## config.mk

```make
export PLATFORM = sky130hd
export DESIGN_NAME = adc_spi_responder
export DESIGN_NICKNAME = d
export VERILOG_FILES = /design/src/rtl/psu_pkg.sv /design/src/rtl/spi_sync_edge.sv /design/src/rtl/adc_spi_responder.sv
export SDC_FILE = /design/constraint.sdc
export NUM_CORES = 1
export LEC_CHECK = 0
export CAP_MARGIN = 20
export CELL_PAD_IN_SITES_DETAIL_PLACEMENT = 0
export CELL_PAD_IN_SITES_GLOBAL_PLACEMENT = 1
export CORE_MARGIN = 4
export CORE_UTILIZATION = 45
export CTS_BUF_LIST = sky130_fd_sc_hd__clkbuf_8
export DETAILED_ROUTE_END_ITERATION = 8
export GPL_TIMING_DRIVEN = 1
export PLACE_DENSITY_LB_ADDON = 0.1
export SLEW_MARGIN = 20
export SYNTH_ARGS = -nofsm -noshare
export SYNTH_HDL_FRONTEND = slang
export SYNTH_SLANG_ARGS = --single-unit
```

## constraint.sdc

```tcl
create_clock -name clk -period 1.82 [get_ports clk]
set_input_delay 0.273 -clock clk [delete_from_list [all_inputs] [get_ports clk]]
set_output_delay 0.273 -clock clk [all_outputs]
set_load 0.005 [all_outputs]
```

## src/rtl/psu_pkg.sv

```systemverilog
// Shared types and constants for the PSU emulation blocks.
package psu_pkg;
  localparam int ADC_FRAME_BITS = 16;
  localparam int ADC_DATA_WIDTH = 12;

  typedef enum logic [1:0] {
    IDLE,
    SHIFT,
    TAIL
  } adc_state_t;

  // One-cycle status pulses raised at frame boundaries.
  typedef struct packed {
    logic done;
    logic abort;
    logic underrun;
  } adc_evt_t;
endpackage

```

## src/rtl/spi_sync_edge.sv

```systemverilog
// Synchronizes one asynchronous SPI pin and emits single-cycle rise/fall pulses.
module spi_sync_edge #(
  parameter int   SYNC_STAGES = 2,
  parameter logic RST_VAL     = 1'b1
) (
  input  logic clk,
  input  logic rst,
  input  logic pin,
  output logic rise,
  output logic fall
);
  logic [SYNC_STAGES-1:0] sync_q;
  logic                   prev_q;
  logic                   level;

  always_ff @(posedge clk or posedge rst) begin
    if (rst) begin
      sync_q <= {SYNC_STAGES{RST_VAL}};
      prev_q <= RST_VAL;
    end else begin
      sync_q <= {sync_q[SYNC_STAGES-2:0], pin};
      prev_q <= sync_q[SYNC_STAGES-1];
    end
  end

  assign level = sync_q[SYNC_STAGES-1];
  assign rise  = level & ~prev_q;
  assign fall  = ~level & prev_q;
endmodule

```

## src/rtl/adc_spi_responder.sv

```systemverilog
// Emulated 12-bit serial ADC: answers a 16-clock SPI read with leading zeros
// plus a sample taken from a one-deep valid/ready hold buffer.
module adc_spi_responder
  import psu_pkg::*;
#(
  parameter int DATA_WIDTH  = ADC_DATA_WIDTH,
  parameter int LEAD_ZEROS  = ADC_FRAME_BITS - ADC_DATA_WIDTH,
  parameter int SYNC_STAGES = 2
) (
  input  logic                  clk,
  input  logic                  rst,
  input  logic                  sck,
  input  logic                  cs,
  output logic                  dout,
  input  logic [DATA_WIDTH-1:0] sample_in,
  input  logic                  sample_valid,
  output logic                  sample_ready,
  output logic                  busy,
  output logic                  frame_done,
  output logic                  frame_abort,
  output logic                  underrun
);
  localparam int FRAME_BITS = LEAD_ZEROS + DATA_WIDTH;
  localparam int CNT_W      = $clog2(FRAME_BITS + 1);
  localparam logic [CNT_W-1:0] CNT_MAX  = CNT_W'(FRAME_BITS);
  localparam logic [CNT_W-1:0] CNT_LAST = CNT_W'(FRAME_BITS - 1);

  logic [1:0] rise_v, fall_v;
  logic       sck_rise, sck_fall, cs_rise, cs_fall;

  // Index 0 carries sck, index 1 carries cs; both pins idle high.
  spi_sync_edge #(.SYNC_STAGES(SYNC_STAGES), .RST_VAL(1'b1)) u_sync [1:0] (
    .clk  (clk),
    .rst  (rst),
    .pin  ({cs, sck}),
    .rise (rise_v),
    .fall (fall_v)
  );

  assign sck_rise = rise_v[0];
  assign sck_fall = fall_v[0];
  assign cs_rise  = rise_v[1];
  assign cs_fall  = fall_v[1];

  adc_state_t                state_q, state_d;
  logic [FRAME_BITS-1:0]     shreg_q, shreg_d;
  logic [CNT_W-1:0]          rise_cnt_q, rise_cnt_d;
  logic [CNT_W-1:0]          bit_cnt_q, bit_cnt_d;
  logic [DATA_WIDTH-1:0]     hold_reg_q, hold_reg_d;
  logic                      hold_full_q, hold_full_d;
  logic [DATA_WIDTH-1:0]     last_sent_q, last_sent_d;
  adc_evt_t                  evt_q, evt_d;
  logic                      hs;

  assign hs = sample_valid & ~hold_full_q;

  always_ff @(posedge clk or posedge rst) begin
    if (rst) begin
      state_q     <= IDLE;
      shreg_q     <= '0;
      rise_cnt_q  <= '0;
      bit_cnt_q   <= '0;
      hold_reg_q  <= '0;
      hold_full_q <= 1'b0;
      last_sent_q <= '0;
      evt_q       <= '0;
    end else begin
      state_q     <= state_d;
      shreg_q     <= shreg_d;
      rise_cnt_q  <= rise_cnt_d;
      bit_cnt_q   <= bit_cnt_d;
      hold_reg_q  <= hold_reg_d;
      hold_full_q <= hold_full_d;
      last_sent_q <= last_sent_d;
      evt_q       <= evt_d;
    end
  end

  always_comb begin
    state_d     = state_q;
    shreg_d     = shreg_q;
    rise_cnt_d  = rise_cnt_q;
    bit_cnt_d   = bit_cnt_q;
    last_sent_d = last_sent_q;
    evt_d       = '0;
    // A handshake only occurs while empty, so it never collides with a consume.
    hold_reg_d  = hs ? sample_in : hold_reg_q;
    hold_full_d = hold_full_q | hs;

    case (state_q)
      IDLE: begin
        if (cs_fall) begin
          if (hold_full_q) begin
            shreg_d     = {{LEAD_ZEROS{1'b0}}, hold_reg_q};
            last_sent_d = hold_reg_q;
            hold_full_d = 1'b0;
          end else begin
            shreg_d        = {{LEAD_ZEROS{1'b0}}, last_sent_q};
            evt_d.underrun = 1'b1;
          end
          rise_cnt_d = '0;
          bit_cnt_d  = '0;
          state_d    = SHIFT;
        end
      end
      SHIFT: begin
        if (cs_rise) begin
          evt_d.abort = 1'b1;
          state_d     = IDLE;
        end else begin
          if (sck_rise && rise_cnt_q != CNT_MAX) begin
            rise_cnt_d = rise_cnt_q + CNT_W'(1);
            if (rise_cnt_q == CNT_LAST) state_d = TAIL;
          end
          // The falling edge before the first rise leaves the first bit in place.
          if (sck_fall && rise_cnt_q != '0 && bit_cnt_q != CNT_MAX) begin
            shreg_d   = {shreg_q[FRAME_BITS-2:0], 1'b0};
            bit_cnt_d = bit_cnt_q + CNT_W'(1);
          end
        end
      end
      TAIL: begin
        if (cs_rise) begin
          evt_d.done = 1'b1;
          state_d    = IDLE;
        end
      end
      default: state_d = IDLE;
    endcase
  end

  assign dout         = (state_q == SHIFT) & shreg_q[FRAME_BITS-1];
  assign busy         = (state_q != IDLE);
  assign sample_ready = ~hold_full_q;
  assign frame_done   = evt_q.done;
  assign frame_abort  = evt_q.abort;
  assign underrun     = evt_q.underrun;
endmodule
```

==> results of run 1 <==
[area by class of cell]
cell class | count | area (sq um)
fillers | 555 | 2706
clock inverters | 6 | 77.57
well taps | 77 | 96.34
inverters | 13 | 48.80
repair buffers | 50 | 444.2
flip-flops and latches | 62 | 1559
clock buffers | 10 | 137.6
multi-input cells | 142 | 1280
[logic make-up after synthesis]
group | synth area share
flip-flops | 0.5271
multiplexers | 0.2348
AND/OR/NAND/NOR | 0.1189
AO/OA/AOI/OAI | 0.05542
buffers and inverters | 0.04272
adder cells (fa/ha/maj) | 0.02115
[power breakdown]
part	switching (W)	internal [W]	total, W
Combinational	0.000658	0.00106	0.00172
Sequential	0.000312	0.00189	0.00220
Clock	0.000498	0.000794	0.00129
[cell usage after synthesis (2+ instances only)]
library cell  count  area (sq um)
a21oi_1           2         10.01
dfrtp_1          56          1401
dfstp_2           6         157.7
nand3_1           4         20.02
buf_2             4         20.02
mux2i_1          21         210.2
mux2_2           15         168.9
a2bb2oi_1         2         17.52
mux2_4           21         315.3
nand2_1          21         78.83
nor2b_1           3         18.77
nand2b_1          3         18.77
clkbuf_1          2         7.510
o21ai_0          10         50.05
nor2_1            8         30.03
inv_1            13         48.80
a21boi_0          2         15.01
nor3_1            3         15.01
ha_1              5         62.56
[layer usage]
metal,vias up,wire (um)
li1,892,-
met1,871,2308
met2,20,2395
met3,9,97
met4,0,95
met5,-,0
[sequential cells by signal, summed over array words and instances (netlist names)]
register,cells
shreg_q,16
hold_reg_q,12
last_sent_q,12
bit_cnt_q,5
rise_cnt_q,5
u_sync.sync_q,4
state_q,2
u_sync.prev_q,2
frame_abort,1
frame_done,1
hold_full_q,1
underrun,1
[metrics by stage]
step	TNS (ns)	area [sq um]	utilization
2_1_floorplan	0	2958	-
3_3_place_gp	-0.4385	3377	0.5318
3_5_place_dp	-0.7980	3377	0.5318
4_1_cts	0	3641	0.5734
5_1_grt	0	3643	0.5738
6_report	0	3643	0.5738
[worst max-delay path: stages (launching register included)]
cell and delay [ns]:
dfrtp_1 0.40, or2_4 0.26, or3b_4 0.42, o21ai_4 0.09
buf_12 0.18, mux2_4 0.30
[worst max path at each step]
stage                           startpoint            to  slack, ns  cells past startpoint
final                           state_q[1]    shreg_q[4]       0.06                      5
after global routing            state_q[1]    shreg_q[3]      0.004                      5
after CTS                       state_q[0]          dout       0.02                      4
after detailed placement  u_sync[0].prev_q   shreg_q[15]      -0.14                      6
after global placement    u_sync[0].prev_q   shreg_q[15]      -0.08                      6
after floorplan                        rst  bit_cnt_q[0]       0.02                      1
[timing repair]
| action | in CTS | in global routing |
|---|---|---|
| pin swaps | 1 | 0 |
| buffers inserted | 4 | 0 |
| endpoints found under the setup margin | 21 | 1 |
| hold buffers | 0 | 0 |
| gates resized for setup | 3 | 1 |
==> impl_metrics.env, run 1 <==
export IMPL_synth_ff_latch_count=62
export IMPL_gr_usage_met2=0.2308
export IMPL_max_cap_viol_count=0
export IMPL_n_antenna_cell=0
export IMPL_status="finished clean"
export IMPL_tightestPinTransition_ns=0.3645
export IMPL_cts_root_buf="clkbuf_8"
export IMPL_synthesis_nets=249
export IMPL_cts_htree_levels=3
export IMPL_area_growth_pct=23.18
export IMPL_totalWireLength_mm=4.896
export IMPL_powerDensity_nw_per_um2=1431
export IMPL_dr_pass1_iters=4
export IMPL_use_met1=0.1971
export IMPL_final_setup_skew_ns=0.006703
export IMPL_die_x_um=89.08
export IMPL_die_area_sq_um=7934
export IMPL_initial_core_util=0.4658
export IMPL_grt_pass1_wl_mm=8.797
export IMPL_placement_io_buffers=22
export IMPL_grt_busiest_layer="met2"
export IMPL_stdcell_count=360
export IMPL_rows=29
export IMPL_dp_slack_ns=-0.1399
export IMPL_p_leak_nw=1.690
export IMPL_cts_tree="yes"
export IMPL_cp_start_kind="flip-flop"
export IMPL_drc=0
export IMPL_rsz0062_at_grt="no"
export IMPL_drt_initial_drc_count=53
export IMPL_grtUsageTotal=0.1459
export IMPL_gr_total_overflow=0
export IMPL_met3_usage=0.02857
export IMPL_synthFlopType="dfrtp_1"
export IMPL_finalHoldViolations=0
export IMPL_syn_inst=227
export IMPL_ys_seq_area_frac=0.5271
export IMPL_final_cell_mix="dfrtp_1 (56), buf_4 (27), mux2i_1 (21), nand2_1 (21), mux2_4 (21)"
export IMPL_fin_hold_ws_ns=0.3007
export IMPL_cts_sinks=62
export IMPL_r2r_start="state_q[1]"
export IMPL_routedWlPerCell_um=13.60
export IMPL_relSlewSlack=0.7565
export IMPL_drv_slew=0
export IMPL_rr_endpoint="shreg_q[4]"
export IMPL_ys_types=45
export IMPL_cts_buffer_depth=2
export IMPL_fmax_mhz=566.9
export IMPL_gp_congestion=0.7699
export IMPL_finalPower_w=0.005214
export IMPL_fin_ws_ns=0.05588
export IMPL_rrSetupSlack_ns=0.06
export IMPL_finalSetupViolations=0
export IMPL_ir_drop_v=0.0007883
export IMPL_period_minus_slack_ns=1.764
export IMPL_netlist_area_sq_um=2958
export IMPL_cp_required_ns=2.02
export IMPL_grt_max_degree=34
export IMPL_die_height_um=89.08
export IMPL_yosysWarnings=0
export IMPL_dp_hpwl_mm=3.527
export IMPL_insertion_delay_ns=0.32
export IMPL_post_route_period_util=0.9693
export IMPL_io_pins=23
export IMPL_crit_path_end_kind="flip-flop"
export IMPL_critical_path_max_fanout=12
export IMPL_nNetsFinal=300
export IMPL_placed_cells=340
export IMPL_layout_commonest_cell="dfrtp_1"
export IMPL_antenna_found_initial=0
export IMPL_synthArstFlopShare=1.000
export IMPL_clk_pin_slew_ns=0.06
export IMPL_final_antenna_net_count=0
export IMPL_vias=1792
export IMPL_hold_path_class="in -> async"
export IMPL_numCtsBuffers=9
export IMPL_syn_area_per_cell_sq_um=13.03
export IMPL_drive_gt1_frac=0.3428
export IMPL_viasPerCell=4.978
export IMPL_synth_edf_count=0
export IMPL_worst_setup_path_type="reg -> reg"
export IMPL_r2r_cells=5
export IMPL_coreArea_sq_um=6350
export IMPL_arrival_ns=1.97
export IMPL_grt_pass1_vias=1899
(Power assumes the default switching activity.)
==> inputs of run 2 (changes only) <==
--- a/config.mk
+++ b/config.mk
@@ -14,6 +14,7 @@
 export DETAILED_ROUTE_END_ITERATION = 8
 export GPL_TIMING_DRIVEN = 1
 export PLACE_DENSITY_LB_ADDON = 0.1
+export SKIP_CTS_REPAIR_TIMING = 1
 export SLEW_MARGIN = 20
 export SYNTH_ARGS = -nofsm -noshare
 export SYNTH_HDL_FRONTEND = slang
==> impl_metrics.env, run 2 (synthesized netlist as in run 1, its figures left out) <==
export IMPL_numCtsBuffers=9
export IMPL_dp_hpwl_mm=3.527
export IMPL_cts_htree_levels=3
export IMPL_placed_cells=340
export IMPL_rows=29
export IMPL_cts_tree="yes"
export IMPL_area_growth_pct=23.48
export IMPL_arrival_ns=1.97
export IMPL_viasPerCell=4.978
export IMPL_cts_sinks=62
export IMPL_reg_top3="shreg_q (16), hold_reg_q (12), last_sent_q (12)"
export IMPL_die_x_um=89.08
export IMPL_relSlewSlack=0.7459
export IMPL_clk_pin_slew_ns=0.06
export IMPL_die_height_um=89.08
export IMPL_gp_congestion=0.7699
export IMPL_cts_buffer_depth=2
export IMPL_dr_pass1_iters=4
export IMPL_rr_endpoint="shreg_q[0]"
export IMPL_io_pins=23
export IMPL_final_setup_skew_ns=0.007100
export IMPL_final_cell_mix="dfrtp_1 (55), buf_4 (26), mux2i_1 (21), nand2_1 (21), mux2_4 (21)"
export IMPL_critical_path_max_fanout=8
export IMPL_period_minus_slack_ns=1.757
export IMPL_grt_pass1_wl_mm=8.776
export IMPL_vias=1792
export IMPL_gr_total_overflow=0
export IMPL_coreArea_sq_um=6350
export IMPL_initial_core_util=0.4658
export IMPL_max_cap_viol_count=0
export IMPL_largest_reg_flops=16
export IMPL_die_area_sq_um=7934
export IMPL_finalHoldViolations=0
export IMPL_r2r_cells=5
export IMPL_nNetsFinal=300
export IMPL_totalWireLength_mm=4.960
export IMPL_tightestPinTransition_ns=0.3803
export IMPL_max_flop_register="shreg_q"
export IMPL_r2r_start="state_q[1]"
export IMPL_antenna_found_initial=0
export IMPL_critical_path_endpoint="shreg_q[0]"
export IMPL_finalSetupViolations=0
export IMPL_rsz0062_at_grt="no"
export IMPL_fin_ws_ns=0.06342
export IMPL_stdcell_count=360
export IMPL_grtUsageTotal=0.1453
export IMPL_ir_drop_v=0.0007881
export IMPL_cts_root_buf="clkbuf_8"
export IMPL_final_antenna_net_count=0
export IMPL_drv_slew=0
export IMPL_post_route_period_util=0.9652
export IMPL_dp_slack_ns=-0.1399
export IMPL_layout_commonest_cell="dfrtp_1"
export IMPL_hold_path_class="in -> async"
export IMPL_placement_io_buffers=22
export IMPL_crit_path_end_kind="flip-flop"
export IMPL_n_antenna_cell=0
export IMPL_routedWlPerCell_um=13.78
export IMPL_cp_start_kind="flip-flop"
export IMPL_insertion_delay_ns=0.33
export IMPL_rrSetupSlack_ns=0.06
export IMPL_fmax_mhz=569.3
export IMPL_cp_startpoint="state_q[1]"
export IMPL_grt_pass1_vias=1881
export IMPL_drive_gt1_frac=0.3463
export IMPL_powerDensity_nw_per_um2=1431
export IMPL_status="finished clean"
export IMPL_cp_required_ns=2.03
export IMPL_p_leak_nw=1.699
export IMPL_drt_initial_drc_count=69
export IMPL_worst_setup_path_type="reg -> reg"
export IMPL_drc=0
export IMPL_grt_max_degree=34
run 2: how the worst min path moves through the flow:
stage	depth (start not counted)	from	endpoint	slack [ns]
3_5_place_dp	0	u_sync[0].sync_q[0]	u_sync[0].sync_q[1]	0.35
4_1_cts	3	rst	underrun	0.30
6_report	3	rst	underrun	0.30
2_1_floorplan	0	sck	u_sync[0].sync_q[0]	0.28
3_3_place_gp	0	u_sync[0].sync_q[0]	u_sync[0].sync_q[1]	0.35
5_1_grt	3	rst	state_q[1]	0.33
run 2: worst max-delay path, cell delays in order, from the launching register on:
cell,delay (ns)
dfrtp_1,0.39
or2_4,0.25
or3b_4,0.42
o21ai_4,0.10
buf_12,0.17
mux2_4,0.30
run 2: area by class of cell:
class                      count  area [sq um]
clock buffer                  10         137.6
clock inverter                 6         77.57
fill                         553          2698
inverter                      13         48.80
multi-input combinational    142          1280
sequential                    62          1560
tap                           77         96.34
timing repair buffer          50         451.7
run 2: metrics by stage:
| step | utilization | total power, W | hold WS, ns | setup TNS (ns) | cell area, sq um |
|---|---|---|---|---|---|
| 4_1_cts | 0.5657 | 0.005284 | 0.2971 | -1.276 | 3592 |
| 6_report | 0.5752 | 0.005227 | 0.2992 | 0 | 3652 |
| 5_1_grt | 0.5752 | 0.005598 | 0.3305 | 0 | 3652 |
| 3_5_place_dp | 0.5318 | 0.003959 | 0.3476 | -0.7980 | 3377 |
| 2_1_floorplan | - | 0.003477 | 0.2775 | 0 | 2958 |
| 3_3_place_gp | 0.5318 | 0.003936 | 0.3465 | -0.4385 | 3377 |
run 2: power by group:
part	total [W]	leakage, nW	switching, W	internal (W)
Combinational	0.00173	0.820	0.000662	0.00107
Sequential	0.00220	0.761	0.000313	0.00189
Clock	0.00130	0.119	0.000503	0.000794
run 2: per-layer routing:
| layer | GRT usage | part of all wire |
|---|---|---|
| met5 | 0 | 0 |
| met4 | 0.06089 | 0.020 |
| met3 | 0.02857 | 0.024 |
| met2 | 0.2274 | 0.48 |
| met1 | 0.1982 | 0.47 |
